--- config.mk ---
export PLATFORM = sky130hd
export DESIGN_NAME = spi_tx_queue_flat
export DESIGN_NICKNAME = d
export VERILOG_FILES = /design/src/rtl/spi_tx_queue_if.sv /design/src/rtl/spi_tx_queue.sv /design/src/flat_wrapper.sv
export SDC_FILE = /design/constraint.sdc
export NUM_CORES = 1
export LEC_CHECK = 0
export BUFFER_PORTS_ARGS = -buffer_cell sky130_fd_sc_hd__buf_2
export CAP_MARGIN = 0
export CORE_MARGIN = 1
export CORE_UTILIZATION = 57
export DETAILED_ROUTE_END_ITERATION = 16
export PLACE_DENSITY_LB_ADDON = 0.12
export SLEW_MARGIN = 10
export SYNTH_ARGS = -nofsm -noshare
export SYNTH_HDL_FRONTEND = slang
export SYNTH_SLANG_ARGS = --single-unit
--- constraint.sdc ---
create_clock -name i_Clk -period 3 [get_ports i_Clk]
set_input_delay 0.15 -clock i_Clk [delete_from_list [all_inputs] [get_ports i_Clk]]
set_output_delay 0.15 -clock i_Clk [all_outputs]
set_load 0.005 [all_outputs]
--- src/rtl/spi_tx_queue_if.sv ---
// rtl/spi_tx_queue_if.sv - handshake bundle between user logic, the issue queue and the SPI master
interface spi_tx_queue_if #(
  parameter int DEPTH = 8,
  parameter int CW    = $clog2(DEPTH + 1)
);
  logic          i_Wr_DV;
  logic [7:0]    i_Wr_Byte;
  logic          i_Flush;
  logic          o_Full;
  logic          o_Empty;
  logic [CW-1:0] o_Count;
  logic          o_Overflow;
  logic [7:0]    o_TX_Byte;
  logic          o_TX_DV;
  logic          i_TX_Ready;
  logic          i_RX_DV;
  logic [7:0]    i_RX_Byte;
  logic [7:0]    o_Last_RX;
  logic [7:0]    o_Sent_Cnt;
  logic          o_Busy;

  modport slave (
    input  i_Wr_DV, i_Wr_Byte, i_Flush, i_TX_Ready, i_RX_DV, i_RX_Byte,
    output o_Full, o_Empty, o_Count, o_Overflow, o_TX_Byte, o_TX_DV,
           o_Last_RX, o_Sent_Cnt, o_Busy
  );

  modport master (
    output i_Wr_DV, i_Wr_Byte, i_Flush, i_TX_Ready, i_RX_DV, i_RX_Byte,
    input  o_Full, o_Empty, o_Count, o_Overflow, o_TX_Byte, o_TX_DV,
           o_Last_RX, o_Sent_Cnt, o_Busy
  );
endinterface

--- src/rtl/spi_tx_queue.sv ---
// rtl/spi_tx_queue.sv - byte FIFO replaying queued bytes into the SPI master TX handshake
// Also tracks the last RX byte and a wrapping count of bytes issued.
module spi_tx_queue #(
  parameter int DEPTH = 8,
  parameter int CW    = $clog2(DEPTH + 1)
) (
  input  logic          i_Clk,
  input  logic          i_Rst_L,
  spi_tx_queue_if.slave bus
);

  localparam int AW = (DEPTH > 1) ? $clog2(DEPTH) : 1;

  typedef enum logic [1:0] {
    S_IDLE,
    S_ISSUE,
    S_WAIT
  } state_t;

  logic [7:0]    mem_q [DEPTH];
  state_t        state_q, state_d;
  logic [AW-1:0] wr_ptr_q, wr_ptr_d;
  logic [AW-1:0] rd_ptr_q, rd_ptr_d;
  logic [CW-1:0] count_q, count_d;
  logic          full_q, full_d;
  logic          empty_q, empty_d;
  logic          ovf_q, ovf_d;
  logic          tx_dv_q, tx_dv_d;
  logic [7:0]    tx_byte_q, tx_byte_d;
  logic [7:0]    last_rx_q, last_rx_d;
  logic [7:0]    sent_q, sent_d;
  logic          busy_q, busy_d;
  logic          wr_en;
  logic          pop;

  // Flush wins over both a same-cycle write and a same-cycle issue.
  always_comb begin
    wr_en = bus.i_Wr_DV && !full_q && !bus.i_Flush;
    pop   = (state_q == S_IDLE) && !empty_q && bus.i_TX_Ready && !bus.i_Flush;

    wr_ptr_d = wr_ptr_q;
    rd_ptr_d = rd_ptr_q;
    count_d  = count_q;
    ovf_d    = ovf_q;

    if (bus.i_Flush) begin
      wr_ptr_d = '0;
      rd_ptr_d = '0;
      count_d  = '0;
      ovf_d    = 1'b0;
    end else begin
      if (wr_en) wr_ptr_d = wr_ptr_q + 1'b1;
      if (pop)   rd_ptr_d = rd_ptr_q + 1'b1;
      if (bus.i_Wr_DV && full_q) ovf_d = 1'b1;
      case ({wr_en, pop})
        2'b10:   count_d = count_q + 1'b1;
        2'b01:   count_d = count_q - 1'b1;
        default: count_d = count_q;
      endcase
    end

    full_d  = (count_d == CW'(DEPTH));
    empty_d = (count_d == '0);
  end

  always_comb begin
    state_d   = state_q;
    tx_dv_d   = 1'b0;
    tx_byte_d = tx_byte_q;
    sent_d    = sent_q;

    case (state_q)
      S_IDLE: begin
        if (pop) begin
          tx_byte_d = mem_q[rd_ptr_q];
          tx_dv_d   = 1'b1;
          sent_d    = sent_q + 8'd1;
          state_d   = S_ISSUE;
        end
      end
      // The master only drops Ready one edge after DV, so Ready is stale here.
      S_ISSUE: state_d = S_WAIT;
      S_WAIT: begin
        if (bus.i_TX_Ready) state_d = S_IDLE;
      end
      default: state_d = S_IDLE;
    endcase

    last_rx_d = bus.i_RX_DV ? bus.i_RX_Byte : last_rx_q;
    busy_d    = (state_d != S_IDLE) || !empty_d;
  end

  always_ff @(posedge i_Clk) begin
    if (!i_Rst_L) begin
      state_q   <= S_IDLE;
      wr_ptr_q  <= '0;
      rd_ptr_q  <= '0;
      count_q   <= '0;
      full_q    <= 1'b0;
      empty_q   <= 1'b1;
      ovf_q     <= 1'b0;
      tx_dv_q   <= 1'b0;
      tx_byte_q <= 8'h00;
      last_rx_q <= 8'h00;
      sent_q    <= 8'h00;
      busy_q    <= 1'b0;
    end else begin
      state_q   <= state_d;
      wr_ptr_q  <= wr_ptr_d;
      rd_ptr_q  <= rd_ptr_d;
      count_q   <= count_d;
      full_q    <= full_d;
      empty_q   <= empty_d;
      ovf_q     <= ovf_d;
      tx_dv_q   <= tx_dv_d;
      tx_byte_q <= tx_byte_d;
      last_rx_q <= last_rx_d;
      sent_q    <= sent_d;
      busy_q    <= busy_d;
    end
  end

  always_ff @(posedge i_Clk) begin
    if (i_Rst_L && wr_en) mem_q[wr_ptr_q] <= bus.i_Wr_Byte;
  end

  assign bus.o_Full     = full_q;
  assign bus.o_Empty    = empty_q;
  assign bus.o_Count    = count_q;
  assign bus.o_Overflow = ovf_q;
  assign bus.o_TX_DV    = tx_dv_q;
  assign bus.o_TX_Byte  = tx_byte_q;
  assign bus.o_Last_RX  = last_rx_q;
  assign bus.o_Sent_Cnt = sent_q;
  assign bus.o_Busy     = busy_q;

endmodule

--- src/flat_wrapper.sv ---
// flat-port wrapper written by rule: the top's interface ports become plain ports
module spi_tx_queue_flat 
#(
  parameter int DEPTH = 8,
  parameter int CW    = $clog2(DEPTH + 1)
)
  (i_Clk, i_Rst_L, bus_i_Wr_DV, bus_i_Wr_Byte, bus_i_Flush, bus_i_TX_Ready, bus_i_RX_DV, bus_i_RX_Byte, bus_o_Full, bus_o_Empty, bus_o_Count, bus_o_Overflow, bus_o_TX_Byte, bus_o_TX_DV, bus_o_Last_RX, bus_o_Sent_Cnt, bus_o_Busy);
  spi_tx_queue_if #(.DEPTH(DEPTH), .CW(CW)) bus_i ();
  input  logic i_Clk;
  input  logic i_Rst_L;
  input wire logic [$bits(bus_i.i_Wr_DV)-1:0] bus_i_Wr_DV;
  input wire logic [$bits(bus_i.i_Wr_Byte)-1:0] bus_i_Wr_Byte;
  input wire logic [$bits(bus_i.i_Flush)-1:0] bus_i_Flush;
  input wire logic [$bits(bus_i.i_TX_Ready)-1:0] bus_i_TX_Ready;
  input wire logic [$bits(bus_i.i_RX_DV)-1:0] bus_i_RX_DV;
  input wire logic [$bits(bus_i.i_RX_Byte)-1:0] bus_i_RX_Byte;
  output wire logic [$bits(bus_i.o_Full)-1:0] bus_o_Full;
  output wire logic [$bits(bus_i.o_Empty)-1:0] bus_o_Empty;
  output wire logic [$bits(bus_i.o_Count)-1:0] bus_o_Count;
  output wire logic [$bits(bus_i.o_Overflow)-1:0] bus_o_Overflow;
  output wire logic [$bits(bus_i.o_TX_Byte)-1:0] bus_o_TX_Byte;
  output wire logic [$bits(bus_i.o_TX_DV)-1:0] bus_o_TX_DV;
  output wire logic [$bits(bus_i.o_Last_RX)-1:0] bus_o_Last_RX;
  output wire logic [$bits(bus_i.o_Sent_Cnt)-1:0] bus_o_Sent_Cnt;
  output wire logic [$bits(bus_i.o_Busy)-1:0] bus_o_Busy;
  assign bus_i.i_Wr_DV = bus_i_Wr_DV;
  assign bus_i.i_Wr_Byte = bus_i_Wr_Byte;
  assign bus_i.i_Flush = bus_i_Flush;
  assign bus_i.i_TX_Ready = bus_i_TX_Ready;
  assign bus_i.i_RX_DV = bus_i_RX_DV;
  assign bus_i.i_RX_Byte = bus_i_RX_Byte;
  assign bus_o_Full = bus_i.o_Full;
  assign bus_o_Empty = bus_i.o_Empty;
  assign bus_o_Count = bus_i.o_Count;
  assign bus_o_Overflow = bus_i.o_Overflow;
  assign bus_o_TX_Byte = bus_i.o_TX_Byte;
  assign bus_o_TX_DV = bus_i.o_TX_DV;
  assign bus_o_Last_RX = bus_i.o_Last_RX;
  assign bus_o_Sent_Cnt = bus_i.o_Sent_Cnt;
  assign bus_o_Busy = bus_i.o_Busy;
  spi_tx_queue #(.DEPTH(DEPTH), .CW(CW)) u_core (.i_Clk(i_Clk), .i_Rst_L(i_Rst_L), .bus(bus_i));
endmodule
==> results.yml <==
critical_path:
  worstSetupPathType: "reg -> reg"
  required_ns: 3.26
  cp_data_arrival_time_ns: 2.72
  path_max_fanout: 6
  crit_path_end_kind: "register"
  worstSetupStartpointType: "register"
place:
  place.gp.congestion: 0.747
  post-dp-hpwl_um: 4440
  placed_cells: 424
  place.port_buffers: 54
synthesis:
  synth_nets: 309
  synthArstFlopShare_pct: 0
  syn-cell-area_sq_um: 4180
  ys_warn_count: 0
  syn_inst: 281
  synth_cell_types: 33
  ys_seq_elements: 105
  ys_seq_area_share_pct: 65.6
  ys.flop_type: "edfxtp_1"
  avgSynthCellArea_sq_um: 14.9
  synth_edf_count: 64
detailed_routing:
  ant_nets: 0
  viasPerCell: 5.28
  drtIter0Drc: 71
  drcViolationCount: 0
  drt-total-wl_um: 6730
  via_count: 2323
  wire_per_inst_um: 15.3
  first_pass_iters: 4
clocking:
  cts_setup_buffers: 0
  cts_made_buffers: 9
  hold_buffers: 0
  cts-root-buf: "clkbuf_8"
  cts_max_path_buffers: 2
  h-tree-depth: 3
  worstSkewPairLatency_ns: 0.36
  cts_tree: "yes"
  cts.sinks: 105
  cts_resized: 0
  clkSlewWorstSetupHoldPaths_ns: 0.10
power:
  leakage_uw: 0.00176
  powerDensity_nw_per_um2: 522
  vdd_drop_max_mv: 0.315
  totalPowerFinal_uw: 2460
floorplanning:
  fp.dieH_um: 87.6
  io_pins: 55
  die_width_um: 87.6
  initial_utilization_pct: 60.2
  die_area_sq_um: 7680
  placementRows: 30
  core_area_sq_um: 6940
cells_and_area:
  regArea_sq_um: 2740
  fillers: 490
  final_layout_size_suffix_gt1_share_pct: 28.2
  nets: 367
  final_cells: 440
  syn2layout_area_growth_pct: 12.9
  multiInputGateArea_sq_um: 1340
  utilization_pct: 67.9
  num_antenna_cells: 0
global_route:
  grt_overflow_total: 0
  grt_max_degree: 32
  antenna_found_initial: 0
  grt_use_total_pct: 19.6
  grt_pass1_vias: 2218
  grt_pass1_wl_um: 10900
timing:
  setup_violations: 0
  period_needed_ns: 2.46
  finalHoldViolations: 0
  fin_crit_sh_pct: 82.1
  worstMarginPinSlew_ns: 0.892
  tns_ns: 0
  slew_violations: 0
  fin_skew_ns: 0.0118
  rsz0062_at_grt: "no"
  maxSlewHeadroom_pct: 40.3
  fmax_mhz: 406
run_status:
  outcome: "finished clean"
worst_hold_path:
  hp-class: "in -> reg"
job:
  drv_cap: 0
## report_power, final
group | total (uW) | leakage, uW | switching [uW] | internal, uW
clock | 811 | 0.0000953 | 488 | 323
sequential | 1550 | 0.000909 | 8.85 | 1540
combinational | 97.5 | 0.000755 | 53.8 | 43.6
## stage by stage
| stage | instance area, sq um | hold slack (ns) | setup slack, ns |
|---|---|---|---|
| 2_1_floorplan | 4180 | 0.249 | 0.491 |
| 3_3_place_gp | 4530 | 0.409 | 0.651 |
| 3_5_place_dp | 4530 | 0.423 | 0.595 |
| 4_1_cts | 4720 | 0.0364 | 0.528 |
| 5_1_grt | 4720 | 0.0550 | 0.326 |
| 6_report | 4720 | 0.0506 | 0.538 |
## synthesized netlist by cell type, types with 7 or more instances
cell type,instances,area share [%]
nor2_1,19,1.7
and2_1,9,1.3
nand2_1,11,0.99
nand2b_1,7,1.0
mux4_2,16,8.6
nor2b_1,14,2.1
a21oi_1,14,1.7
xnor2_1,8,1.7
dfxtp_1,41,20
mux2i_1,21,5.0
o21ai_0,10,1.2
edfxtp_1,64,46
## registers in the layout (all words and copies together), names as in the netlist
| name | count |
|---|---|
| u_core.bus.o_TX_DV | 1 |
| u_core.bus.o_Count | 4 |
| u_core.bus.o_TX_Byte | 8 |
| u_core.wr_ptr_q | 3 |
| u_core.mem_q | 64 |
| u_core.bus.o_Busy | 1 |
| u_core.bus.o_Last_RX | 8 |
| u_core.bus.o_Sent_Cnt | 8 |
| u_core.bus.o_Overflow | 1 |
| u_core.bus.o_Empty | 1 |
| u_core.bus.o_Full | 1 |
| u_core.state_q | 2 |
| u_core.rd_ptr_q | 3 |
## cell families after synthesis
| kind of cell | after synthesis | synth area share [%] |
|---|---|---|
| buffers and inverters | 16 | 2.34 |
| muxes | 38 | 14.0 |
| xor gates and xnor gates | 13 | 2.73 |
| adders and majority gates | 6 | 1.80 |
| and+or+nand+nor | 74 | 9.67 |
| DFF | 105 | 65.6 |
| AOI/OAI and AO/OA | 29 | 3.83 |
## critical path, cell delays in order, from the launching register on
cell and delay [ns]:
dfxtp_1 0.34, nand2b_1 0.17, nor2_1 0.18, inv_1 0.09, ha_1 0.26, xor2_1 0.19
ha_1 0.19, a21oi_1 0.15, mux2i_1 0.23, xor2_1 0.24, nor2_1 0.09, a211o_1 0.23
## worst paths after layout
path | slack (ns) | startpoint | endpoint | cells after the start
min reg2reg | 0.49 | u_core.bus.o_Overflow$_SDFFE_PP0P_ | u_core.bus.o_Overflow$_SDFFE_PP0P_ | 2
max | 0.54 | u_core.bus.o_Full$_SDFF_PN0_ | u_core.bus.o_Busy$_SDFF_PN0_ | 11
max reg2reg | 0.54 | u_core.bus.o_Full$_SDFF_PN0_ | u_core.bus.o_Busy$_SDFF_PN0_ | 11
min | 0.05 | bus_i_RX_Byte[6] | u_core.bus.o_Last_RX[6]$_SDFFE_PN0P_ | 3
## cell type report
type / count / area share (%)
well taps: 96 / 2.55
clock inverters: 6 / 1.22
flip-flops and latches: 105 / 58.2
clock buffers: 10 / 2.71
inverters: 2 / 0.159
repair buffers: 61 / 6.85
multi-input cells: 160 / 28.4
## cell usage in the layout (no fill, tap or decap), types with 4 or more instances in the layout
master,Yosys,layout
buf_4,1,7
mux4_2,16,16
nand4_1,4,4
nor2_1,19,19
buf_2,2,54
xor2_1,5,5
mux2i_1,21,21
nand2b_1,7,7
xnor2_1,8,8
clkbuf_8,0,9
nand2_1,11,11
o21ai_0,10,10
nor2b_1,14,14
dfxtp_1,41,41
edfxtp_1,64,64
a21oi_1,14,14
ha_1,6,6
and2_1,9,9
## per-layer routing
metal / vias up / routed length [um] / global-route usage [%]
li1: 1146 / - / -
met1: 1128 / 3180 / 26.4
met2: 39 / 3270 / 31.6
met3: 10 / 180 / 3.11
met4: 0 / 106 / 8.94
met5: - / 0 / 0
(Power assumes the default switching activity.)
